===== config.mk =====
export PLATFORM = sky130hd
export DESIGN_NAME = id_stage
export DESIGN_NICKNAME = d
export VERILOG_FILES = /design/src/rtl/id_stage.sv
export SDC_FILE = /design/constraint.sdc
export NUM_CORES = 1
export LEC_CHECK = 0
export BUFFER_PORTS_ARGS = -buffer_cell sky130_fd_sc_hd__buf_2
export CAP_MARGIN = 25
export CORE_ASPECT_RATIO = 0.7
export CORE_MARGIN = 4
export CORE_UTILIZATION = 49
export DETAILED_ROUTE_END_ITERATION = 6
export PLACE_DENSITY = 0.81
export SLEW_MARGIN = 0
export SYNTH_ARGS = -nofsm -noshare
export SYNTH_HDL_FRONTEND = slang
export SYNTH_SLANG_ARGS = --single-unit

===== constraint.sdc =====
create_clock -name clk -period 2.65 [get_ports clk]
set_input_delay 0.3975 -clock clk [delete_from_list [all_inputs] [get_ports clk]]
set_output_delay 0.3975 -clock clk [all_outputs]
set_load 0.02 [all_outputs]

===== src/rtl/id_stage.sv =====
// RV32I decode / operand-fetch stage with a registered ID/EX output slot.
// Optional feature macro: ID_SCOREBOARD_EN adds per-register in-flight counters and RAW stalls.
module id_stage #(
   parameter int XLEN  = 32,
   parameter int CNT_W = 2
) (
   input  logic            clk,
   input  logic            rst_n,
   input  logic            in_valid,
   output logic            in_ready,
   input  logic [31:0]     in_pc,
   input  logic [31:0]     in_inst,
   output logic            read_enable1,
   output logic [4:0]      read_addr1,
   input  logic [XLEN-1:0] read_data1,
   output logic            read_enable2,
   output logic [4:0]      read_addr2,
   input  logic [XLEN-1:0] read_data2,
   input  logic            wb_enable,
   input  logic [4:0]      wb_addr,
   input  logic            jump_or_not,
   output logic            out_valid,
   input  logic            out_ready,
   output logic [31:0]     out_pc,
   output logic [XLEN-1:0] out_rs1_data,
   output logic [XLEN-1:0] out_rs2_data,
   output logic [31:0]     out_imm,
   output logic [4:0]      out_rd,
   output logic [6:0]      out_opcode,
   output logic [2:0]      out_funct3,
   output logic            out_funct7b5,
   output logic            out_wb_en,
   output logic            out_illegal
);

   localparam logic [6:0] OP_LUI    = 7'b0110111;
   localparam logic [6:0] OP_AUIPC  = 7'b0010111;
   localparam logic [6:0] OP_JAL    = 7'b1101111;
   localparam logic [6:0] OP_JALR   = 7'b1100111;
   localparam logic [6:0] OP_BRANCH = 7'b1100011;
   localparam logic [6:0] OP_LOAD   = 7'b0000011;
   localparam logic [6:0] OP_STORE  = 7'b0100011;
   localparam logic [6:0] OP_OPIMM  = 7'b0010011;
   localparam logic [6:0] OP_OP     = 7'b0110011;

   logic [6:0]      w_opcode;
   logic [4:0]      w_rd;
   logic [4:0]      w_rs1;
   logic [4:0]      w_rs2;
   logic [31:0]     w_imm;
   logic            w_use1;
   logic            w_use2;
   logic            w_writes;
   logic            w_illegal;
   logic            w_wbEn;
   logic            w_stall;
   logic            w_accept;

   logic            r_outValid;
   logic [31:0]     r_outPc;
   logic [XLEN-1:0] r_outRs1;
   logic [XLEN-1:0] r_outRs2;
   logic [31:0]     r_outImm;
   logic [4:0]      r_outRd;
   logic [6:0]      r_outOpcode;
   logic [2:0]      r_outFunct3;
   logic            r_outFunct7b5;
   logic            r_outWbEn;
   logic            r_outIllegal;

   assign w_opcode = in_inst[6:0];
   assign w_rd     = in_inst[11:7];
   assign w_rs1    = in_inst[19:15];
   assign w_rs2    = in_inst[24:20];

   // Opcode class decides the immediate format, which source ports are used and whether rd is written.
   // Illegal instructions read nothing, so they can never stall.
   always_comb begin
      w_imm     = 32'h0;
      w_use1    = 1'b0;
      w_use2    = 1'b0;
      w_writes  = 1'b0;
      w_illegal = 1'b0;
      case (w_opcode)
         OP_LUI, OP_AUIPC: begin
            w_imm    = {in_inst[31:12], 12'h000};
            w_writes = 1'b1;
         end
         OP_JAL: begin
            w_imm    = {{12{in_inst[31]}}, in_inst[19:12], in_inst[20], in_inst[30:21], 1'b0};
            w_writes = 1'b1;
         end
         OP_JALR, OP_LOAD, OP_OPIMM: begin
            w_imm    = {{21{in_inst[31]}}, in_inst[30:20]};
            w_use1   = 1'b1;
            w_writes = 1'b1;
         end
         OP_BRANCH: begin
            w_imm  = {{20{in_inst[31]}}, in_inst[7], in_inst[30:25], in_inst[11:8], 1'b0};
            w_use1 = 1'b1;
            w_use2 = 1'b1;
         end
         OP_STORE: begin
            w_imm  = {{21{in_inst[31]}}, in_inst[30:25], in_inst[11:7]};
            w_use1 = 1'b1;
            w_use2 = 1'b1;
         end
         OP_OP: begin
            w_use1   = 1'b1;
            w_use2   = 1'b1;
            w_writes = 1'b1;
         end
         default: w_illegal = 1'b1;
      endcase
   end

   assign w_wbEn       = w_writes && (w_rd != 5'd0);
   assign read_enable1 = in_valid && w_use1;
   assign read_enable2 = in_valid && w_use2;
   assign read_addr1   = in_valid ? w_rs1 : 5'd0;
   assign read_addr2   = in_valid ? w_rs2 : 5'd0;

   assign in_ready = rst_n && !jump_or_not && !w_stall && (!r_outValid || out_ready);
   assign w_accept = in_valid && in_ready;

`ifdef ID_SCOREBOARD_EN
   localparam logic [CNT_W-1:0] C_MAX = '1;
   localparam logic [CNT_W-1:0] C_ONE = CNT_W'(1);

   logic [CNT_W-1:0] r_cnt     [32];
   logic [CNT_W-1:0] w_cntNext [32];
   logic             w_haz1;
   logic             w_haz2;
   logic             w_sat;
   logic             w_squash;

   // A pending source with exactly one writer that is writing back right now is served by the bypass.
   always_comb begin
      w_haz1  = w_use1 && (w_rs1 != 5'd0) && (r_cnt[w_rs1] != '0)
                && !((r_cnt[w_rs1] == C_ONE) && wb_enable && (wb_addr == w_rs1));
      w_haz2  = w_use2 && (w_rs2 != 5'd0) && (r_cnt[w_rs2] != '0)
                && !((r_cnt[w_rs2] == C_ONE) && wb_enable && (wb_addr == w_rs2));
      w_sat   = w_wbEn && (r_cnt[w_rd] == C_MAX);
      w_stall = w_haz1 || w_haz2 || w_sat;
   end

   assign w_squash = jump_or_not && r_outValid && r_outWbEn;

   // Issue increments, writeback and squash each decrement; decrements floor at zero and x0 stays untracked.
   always_comb begin
      for (int i = 0; i < 32; i++) begin
         w_cntNext[i] = r_cnt[i];
         if (i != 0) begin
            if (w_accept && w_wbEn && (w_rd == 5'(i)))
               w_cntNext[i] = w_cntNext[i] + C_ONE;
            if (wb_enable && (wb_addr == 5'(i)) && (w_cntNext[i] != '0))
               w_cntNext[i] = w_cntNext[i] - C_ONE;
            if (w_squash && (r_outRd == 5'(i)) && (w_cntNext[i] != '0))
               w_cntNext[i] = w_cntNext[i] - C_ONE;
         end
      end
   end

   always_ff @(posedge clk or negedge rst_n) begin
      if (!rst_n) begin
         for (int i = 0; i < 32; i++) r_cnt[i] <= '0;
      end else begin
         for (int i = 0; i < 32; i++) r_cnt[i] <= w_cntNext[i];
      end
   end
`else
   logic w_unused;

   assign w_stall  = 1'b0;
   assign w_unused = ^{wb_enable, wb_addr, (CNT_W != 0)};
`endif

   // ID/EX slot: a flush kills it, an accept loads it, otherwise it drains when EX takes it.
   always_ff @(posedge clk or negedge rst_n) begin
      if (!rst_n) begin
         r_outValid    <= 1'b0;
         r_outPc       <= '0;
         r_outRs1      <= '0;
         r_outRs2      <= '0;
         r_outImm      <= '0;
         r_outRd       <= '0;
         r_outOpcode   <= '0;
         r_outFunct3   <= '0;
         r_outFunct7b5 <= 1'b0;
         r_outWbEn     <= 1'b0;
         r_outIllegal  <= 1'b0;
      end else if (jump_or_not) begin
         r_outValid <= 1'b0;
      end else if (w_accept) begin
         r_outValid    <= 1'b1;
         r_outPc       <= in_pc;
         r_outRs1      <= read_data1;
         r_outRs2      <= read_data2;
         r_outImm      <= w_imm;
         r_outRd       <= w_rd;
         r_outOpcode   <= w_opcode;
         r_outFunct3   <= in_inst[14:12];
         r_outFunct7b5 <= in_inst[30];
         r_outWbEn     <= w_wbEn;
         r_outIllegal  <= w_illegal;
      end else if (out_ready) begin
         r_outValid <= 1'b0;
      end
   end

   assign out_valid    = r_outValid;
   assign out_pc       = r_outPc;
   assign out_rs1_data = r_outRs1;
   assign out_rs2_data = r_outRs2;
   assign out_imm      = r_outImm;
   assign out_rd       = r_outRd;
   assign out_opcode   = r_outOpcode;
   assign out_funct3   = r_outFunct3;
   assign out_funct7b5 = r_outFunct7b5;
   assign out_wb_en    = r_outWbEn;
   assign out_illegal  = r_outIllegal;

endmodule


==> results of run 1 <==
report_power, final:
group | internal [W] | total (W) | switching, W
logic | 0.000506 | 0.00152 | 0.00101
registers | 0.00261 | 0.00279 | 0.000185
clock network | 0.00125 | 0.00227 | 0.00101
total | 0.00437 | 0.00658 | 0.00221
worst paths after layout:
| check | start | endpoint | cells after the start |
|---|---|---|---|
| min in group clk | read_data2[28] | out_rs2_data[28] | 3 |
| worst min register to register | out_rs2_data[17] | out_rs2_data[17] | 2 |
| worst max-delay path | in_inst[2] | read_enable1 | 5 |
| worst min-delay path | rst_n | out_rs1_data[16] | 2 |
| max in group asynchronous | rst_n | out_funct3[2] | 2 |
| worst max register to register | out_valid | out_imm[14] | 6 |
area by class of cell:
class,instances,area share
Clock buffer,18,0.0542
Clock inverter,14,0.0147
Inverter,3,0.00139
Multi-Input combinational cell,468,0.257
Sequential cell,147,0.454
Tap cell,157,0.0243
Timing Repair Buffer,299,0.194
per-stage QoR:
step / setup slack, ns / util / cells
3_5_place_dp: 0.808 / 0.641 / 1074
5_1_grt: 0.754 / 0.688 / 1106
4_1_cts: 0.846 / 0.688 / 1106
6_report: 0.830 / 0.688 / 1106
3_3_place_gp: 0.837 / 0.641 / 1074
2_1_floorplan: 1.06 / - / 655
synth_stat cells:
library cell | instances | share of area
nand3_1 | 2 | 0.0017
buf_1 | 5 | 0.0032
and4b_1 | 1 | 0.0017
dfrtp_1 | 147 | 0.62
nand4b_2 | 1 | 0.0025
or2_4 | 1 | 0.0015
o32ai_1 | 1 | 0.0015
or4_1 | 1 | 0.0013
clkbuf_1 | 16 | 0.010
a2bb2oi_1 | 1 | 0.0015
nand4b_1 | 1 | 0.0015
a22o_1 | 8 | 0.012
o21ai_2 | 1 | 0.0015
a32o_1 | 2 | 0.0034
and2_1 | 12 | 0.013
and3_1 | 1 | 0.0011
nor2b_1 | 3 | 0.0032
buf_2 | 14 | 0.012
a221oi_1 | 4 | 0.0059
a21oi_1 | 31 | 0.026
nand2_1 | 337 | 0.21
nand2b_1 | 3 | 0.0032
nor3_2 | 1 | 0.0017
o41ai_1 | 1 | 0.0015
o32ai_4 | 1 | 0.0046
o21a_2 | 1 | 0.0015
and3b_1 | 2 | 0.0029
o21ai_0 | 15 | 0.013
nand3b_4 | 1 | 0.0034
inv_1 | 3 | 0.0019
nor3_1 | 3 | 0.0025
nor2_1 | 27 | 0.017
o22ai_1 | 1 | 0.0011
buf_6 | 2 | 0.0038
o31a_1 | 1 | 0.0015
nor3_4 | 1 | 0.0027
a31oi_1 | 1 | 0.0011
o21ba_2 | 1 | 0.0017
per-layer routing:
metal	vias to the layer above	track usage	routed length, µm
met5	-	0	0
met1	2570	0.322	7110
li1	2635	-	-
met2	226	0.393	8410
met3	25	0.0695	1420
met4	0	0.0879	316
flip-flops by register name, indices dropped and copies added (netlist names), 3 cells and up:
register / flops
out_rs2_data: 32
out_rs1_data: 32
out_pc: 32
out_opcode: 7
out_imm: 32
out_funct3: 3
out_rd: 5
kinds of logic (layout without fill, tap and decap cells):
group                  after synthesis  count (layout)  share of synthesized area
AO/OA/AOI/OAI                       70              70                     0.0771
buffers and inverters               40             334                     0.0307
flip-flops                         147             147                      0.619
AND/OR/NAND/NOR                    398             398                      0.273
==> impl_metrics.yaml, run 1 <==
run_status:
  status: "finished clean"
clocking:
  clk_path_buf_depth: 2
  cts_tree: "built"
  cts.sinks: 147
  hold_buffers: 0
  clk_latency_ns: 0.41
  htree_levels: 4
  numCtsBuffers: 17
  root_buffer: "clkbuf_16"
  cts_resized: 0
  clk_pin_slew_ns: 0.07
  post-cts-setup-buffers: 0
global_routing:
  overflow: 0
  grt_max_degree: 148
  grt_pass1_vias: 5211
  grt_pass1_wl_um: 27200
  grt_use_total: 0.244
  antenna_found_initial: 0
critical_path:
  crit_chain: "buf_2, or2_4, a21oi_1, and2_1, buf_2"
  critical_path_class: "primary input to output port"
  crit_path_end_kind: "output port"
  cp_slowest_stage_delay_ns: 0.30
  r2r_slack_ns: 0.93
  worst_ep_arrival_time_ns: 1.42
  cp_top_family: "simple AND/OR/NAND/NOR gates"
  start_kind: "primary input"
  required_ns: 2.25
  cp_common_cell: "buf_2"
  crit_slowest_cell: "or2_4"
  path_buf_inv: 2
  crit_path_max_fanout: 9
cells_and_area:
  final_cell_mix: "nand2_1, buf_2, dfrtp_1, a21oi_1, nor2_1"
  drive_gt1_frac: 0.359
  nets: 1075
  num_antenna_cells: 0
  multiInputGateArea_mm2: 0.00209
  final_common_cell: "nand2_1"
  area_delta_synth_final_pct: 36.3
  fillers: 967
  ff_latch_area_mm2: 0.00368
  fin_area_mm2: 0.00810
sta:
  clock.fmax_mhz: 549
  fin_crit_sh: 0.687
  slew_viol_final: 0
  finalSetupTns_ns: 0
  fin_hold_ws_ns: 0.126
  fin_skew_ns: 0.00975
  slew_headroom: 0.496
  hold_viol: 0
  setup_viol: 0
  period_needed_ns: 1.82
  rsz0062_at_grt: "no"
  tightest_slew_ns: 0.756
route:
  dr.pass1.iters: 4
  first_iter_violations: 311
  detail-route-antenna-nets: 0
  vias: 5456
  routed_wl_um: 17300
  wl_per_cell_um: 15.6
  drc: 0
  via_per_inst: 4.93
place:
  place_area_mm2: 0.00754
  dp_hpwl_um: 12200
  portBuffers: 292
  place.gp.congestion: 0.868
synthesis:
  yosysWarnings: 0
  syn_inst: 655
  syn-num-nets: 794
  syn_area_per_cell_um2: 9.07
  seq_area_frac_synth: 0.619
  synth_area_mm2: 0.00594
  ys_types: 38
  ys_seq_elements: 147
floorplan:
  die-width_um: 140
  rows: 33
  die-area_mm2: 0.0140
  core_mm2: 0.0118
  ios: 299
  die_y_um: 100
  start_util: 0.505
pwr:
  ir_drop_mv: 0.466
  power_w: 0.00658
  p_per_area_mw_per_mm2: 812
  total_leakage_power_nw: 4.64
job:
  maxCapViolCount: 0
hold_path:
  hold_path_class: "primary input to asynchronous set/reset pin"
No activity file was read; power rests on OpenSTA's default activity.
==> run 2: changes to the inputs <==
- CORE_UTILIZATION: 49 -> 46
- PLACE_DENSITY: 0.81 -> 0.77
- clock period: 2.65 -> 1.9 ns (I/O delays scaled with it)
==> run 2 against run 1 <==
Net effect:
- total power increased by 42%
- die area increased by 6.1%
- clock-buffer cell count increased by 1
- global-route usage decreased by 1.1 points
- critical path type is now register to register
==> impl_metrics.yaml, run 2 (same netlist as run 1, synthesis figures left out) <==
route:
  drt-met1-wl_um: 7640
  routed_wl_um: 17400
  drc: 0
  detail-route-antenna-nets: 0
  wl_met2_um: 8330
  dr.pass1.iters: 4
  wl_met3_um: 1220
  first_iter_violations: 273
  via_per_inst: 4.80
  wl_per_cell_um: 15.6
  vias: 5360
  highest_layer: "met4"
sta:
  slew_headroom: 0.491
  fin_crit_sh: 0.873
  setup_viol: 0
  fin_skew_ns: 0.00713
  slew_viol_final: 0
  finalSetupTns_ns: 0
  clock.fmax_mhz: 603
  rsz0062_at_grt: "no"
  period_needed_ns: 1.66
  hold_viol: 0
  tightest_slew_ns: 0.764
floorplan:
  start_util: 0.474
  ios: 299
  rows: 34
  die-width_um: 144
  die-area_mm2: 0.0148
  die_y_um: 103
  core_mm2: 0.0125
critical_path:
  required_ns: 2.19
  crit_path_max_fanout: 38
  critical_path_class: "register to register"
  worst_ep_arrival_time_ns: 1.95
  crit_start: "out_valid"
  regToRegStartpoint: "out_valid"
  start_kind: "register"
  crit_path_end_kind: "register"
cells_and_area:
  ff_latch_area_mm2: 0.00368
  final_cell_mix: "nand2_1, buf_2, dfrtp_1, a21oi_1, nor2_1"
  area_delta_synth_final_pct: 37.7
  final_common_cell: "nand2_1"
  num_antenna_cells: 0
  nets: 1080
  multiInputGateArea_mm2: 0.00209
  drive_gt1_frac: 0.362
  stdcell_count: 1116
  finish.utilization: 0.652
  fillers: 1041
pwr:
  p_per_area_mw_per_mm2: 1140
  ir_drop_mv: 0.610
  total_leakage_power_nw: 4.68
clocking:
  clk_pin_slew_ns: 0.06
  cts.sinks: 147
  cts_resized: 0
  clk_latency_ns: 0.41
  htree_levels: 4
  cts_tree: "built"
  post-cts-setup-buffers: 0
  root_buffer: "clkbuf_16"
  hold_buffers: 0
  clk_path_buf_depth: 2
  numCtsBuffers: 17
place:
  place.gp.congestion: 0.899
  portBuffers: 292
  dp_hpwl_um: 12300
  dp.cells: 1084
global_routing:
  grt_pass1_vias: 5171
  overflow: 0
  grt_max_degree: 148
  antenna_found_initial: 0
  grt_use_total: 0.233
  grt_pass1_wl_um: 27000
job:
  maxCapViolCount: 0
run_status:
  status: "finished clean"
hold_path:
  hold_path_class: "primary input to asynchronous set/reset pin"
-- run 2: area by class of cell --
class                      count  area share
timing repair buffer         304       0.198
tap                          162      0.0248
sequential                   147       0.450
multi-input combinational    468       0.255
clock buffer                  19      0.0541
clock inverter                13      0.0171
inverter                       3     0.00138
-- run 2: where the power goes --
part,total [W],internal (W),switching (W)
sequential,0.00390,0.00364,0.000267
combinational,0.00212,0.000712,0.00141
clock,0.00329,0.00189,0.00140
total,0.00931,0.00624,0.00308
-- run 2: worst paths after layout --
path | to | slack [ns] | cells past startpoint
min in group clk | out_pc[10] | 0.05 | 3
worst min-delay path | out_rs1_data[16] | 0.04 | 2
max in group asynchronous | out_imm[13] | 1.31 | 2
worst min register to register | out_rs1_data[21] | 0.47 | 2
worst max-delay path | out_imm[12] | 0.24 | 6
worst max register to register | out_imm[12] | 0.24 | 6
-- run 2: through the flow --
stage	hold WS (ns)	total power, W	setup slack (ns)	instance area, µm²
floorplan	-0.0106	0.00512	0.459	5940
global placement	0.452	0.00604	0.284	7600
detailed placement	0.456	0.00609	0.233	7600
CTS	0.0412	0.00939	0.265	8180
global route	0.0419	0.00979	0.180	8180
finish	0.0379	0.00931	0.242	8180
-- run 2: routing by layer --
metal | vias up | track usage
met5 | - | 0
li1 | 2649 | -
met3 | 18 | 0.0515
met1 | 2498 | 0.339
met4 | 0 | 0.0774
met2 | 195 | 0.350
-- run 2: critical path, stage by stage, from the launching register on --
cell and delay [ns]:
dfrtp_1 0.37, nand2b_1 0.13, nand4b_1 0.27, buf_12 0.28, a31oi_1 0.18, buf_4 0.20, a21oi_1 0.08
==> run 3: changes to the inputs <==
==> constraint.sdc (replaced) <==
create_clock -name clk -period 1.9 [get_ports clk]
set_input_delay 0.095 -clock clk [delete_from_list [all_inputs] [get_ports clk]]
set_output_delay 0.095 -clock clk [all_outputs]
set_load 0.02 [all_outputs]
==> run 3 against run 2 <==
Net effect:
- sequential cell count unchanged
- clock skew increased by 0.0034 ns
- largest power group unchanged
- critical path type is now primary input to output port
- clock power about the same
==> impl_metrics.yaml, run 3 (same netlist as run 1, synthesis figures left out) <==
run_status:
  status: "finished clean"
pwr:
  ir_drop_mv: 0.592
  p_per_area_mw_per_mm2: 1020
  power_w: 0.00958
  total_leakage_power_nw: 5.19
floorplan:
  core_mm2: 0.0125
  die-width_um: 144
  die-area_mm2: 0.0148
  rows: 34
  start_util: 0.474
  die_y_um: 103
  ios: 299
critical_path:
  crit_slowest_cell: "dlygate4sd3_1"
  reg2regPathDepth: 6
  crit_path_end_kind: "output port"
  critical_path_class: "primary input to output port"
  start_kind: "primary input"
  cp_slowest_stage_delay_ns: 0.55
  crit_path_max_fanout: 8
  rr_endpoint: "out_imm[19]"
  r2r_slack_ns: 0.33
  worst_ep_arrival_time_ns: 1.55
  required_ns: 1.80
  regToRegStartpoint: "out_valid"
  crit_start: "in_inst[4]"
  crit_chain: "dlygate4sd3_1, buf_2, nor2b_1, nand2_1, a21oi_1, and2_1, buf_2"
  cp_common_cell: "buf_2"
route:
  dr.pass1.iters: 5
  routed_wl_um: 20400
  via_per_inst: 5.01
  wl_per_cell_um: 16.5
  first_iter_violations: 303
  vias: 6211
  drc: 0
  detail-route-antenna-nets: 0
cells_and_area:
  final_cell_mix: "nand2_1, buf_2, dfrtp_1, dlygate4sd3_1, a21oi_1"
  drive_gt1_frac: 0.322
  finish.utilization: 0.750
  nets: 1202
  final_common_cell: "nand2_1"
  area_delta_synth_final_pct: 58.4
  stdcell_count: 1239
sta:
  fin_crit_sh: 0.865
  hold_viol: 0
  slew_headroom: 0.432
  clock.fmax_mhz: 608
  fin_hold_ws_ns: 0.0211
  slew_viol_final: 0
  finalSetupTns_ns: 0
  period_needed_ns: 1.64
  rsz0062_at_grt: "no"
  setup_viol: 0
  tightest_slew_ns: 0.852
  fin_skew_ns: 0.0105
global_routing:
  grt_max_degree: 148
  overflow: 0
  grt_pass1_wl_um: 31800
  antenna_found_initial: 0
  grt_use_total: 0.274
  grt_pass1_vias: 6195
place:
  dp.cells: 1084
  dp_hpwl_um: 12500
  portBuffers: 292
  place.gp.congestion: 0.912
job:
  maxCapViolCount: 0
clocking:
  cts_resized: 0
  cts_tree: "built"
  clk_latency_ns: 0.41
  htree_levels: 4
  numCtsBuffers: 17
  clk_path_buf_depth: 2
  post-cts-setup-buffers: 0
  cts.sinks: 147
  root_buffer: "clkbuf_16"
  clk_pin_slew_ns: 0.06
  hold_buffers: 122
hold_path:
  hp-start: "in_inst[2]"
  hold_path_class: "primary input to register"
  hold-path-endpoint: "out_opcode[2]"
  hold_depth: 3
-- run 3: cell types whose count changed in the layout (fill, tap and decap cells not counted) --
cell,previous run,this run
clkbuf_1,1,0
dlygate4sd3_1,0,122
clkinv_4,3,4
inv_8,3,2
clkbuf_8,1,2
diode_2,0,1
-- run 3: through the flow --
stage	setup WS (ns)	instance area, µm²
2_1_floorplan	0.459	5940
3_3_place_gp	0.367	7600
3_5_place_dp	0.345	7600
4_1_cts	0.272	9410
5_1_grt	0.145	9410
6_report	0.256	9410
-- run 3: how the worst max path moves through the flow --
stage,cells past startpoint,slack (ns),end
3_5_place_dp,5,0.34,out_rs2_data[0]
6_report,7,0.26,read_enable1
3_3_place_gp,6,0.37,out_imm[19]
4_1_cts,7,0.27,read_enable1
2_1_floorplan,7,0.46,out_opcode[0]
5_1_grt,7,0.15,read_enable1
-- run 3: critical path: cells and delay by family --
kind / cells / cell delay (ns)
and+or+nand+nor: 3 / 0.38
AOI/OAI and AO/OA: 1 / 0.19
buffers and inverters: 3 / 0.89
-- run 3: power by group --
part | internal (W) | switching, W | total (W)
Sequential | 0.00364 | 0.000273 | 0.00391
Combinational | 0.000877 | 0.00150 | 0.00238
Clock | 0.00192 | 0.00138 | 0.00330
-- run 3: final cells by class --
class | instances | area, µm²
Sequential cell | 147 | 3680
Fill cell | 869 | 3140
Timing Repair Buffer | 426 | 2840
Multi-Input combinational cell | 468 | 2090
Clock buffer | 19 | 453
Tap cell | 162 | 203
Clock inverter | 13 | 138
Inverter | 3 | 11.3
Antenna cell | 1 | 2.50
-- run 3: per-layer routing --
metal | global-route usage | wire, µm | vias to the layer above
met4 | 0.133 | 747 | 0
met3 | 0.0709 | 1470 | 70
met1 | 0.343 | 8100 | 2954
met5 | 0 | 0 | -
met2 | 0.450 | 10100 | 293
li1 | - | - | 2894
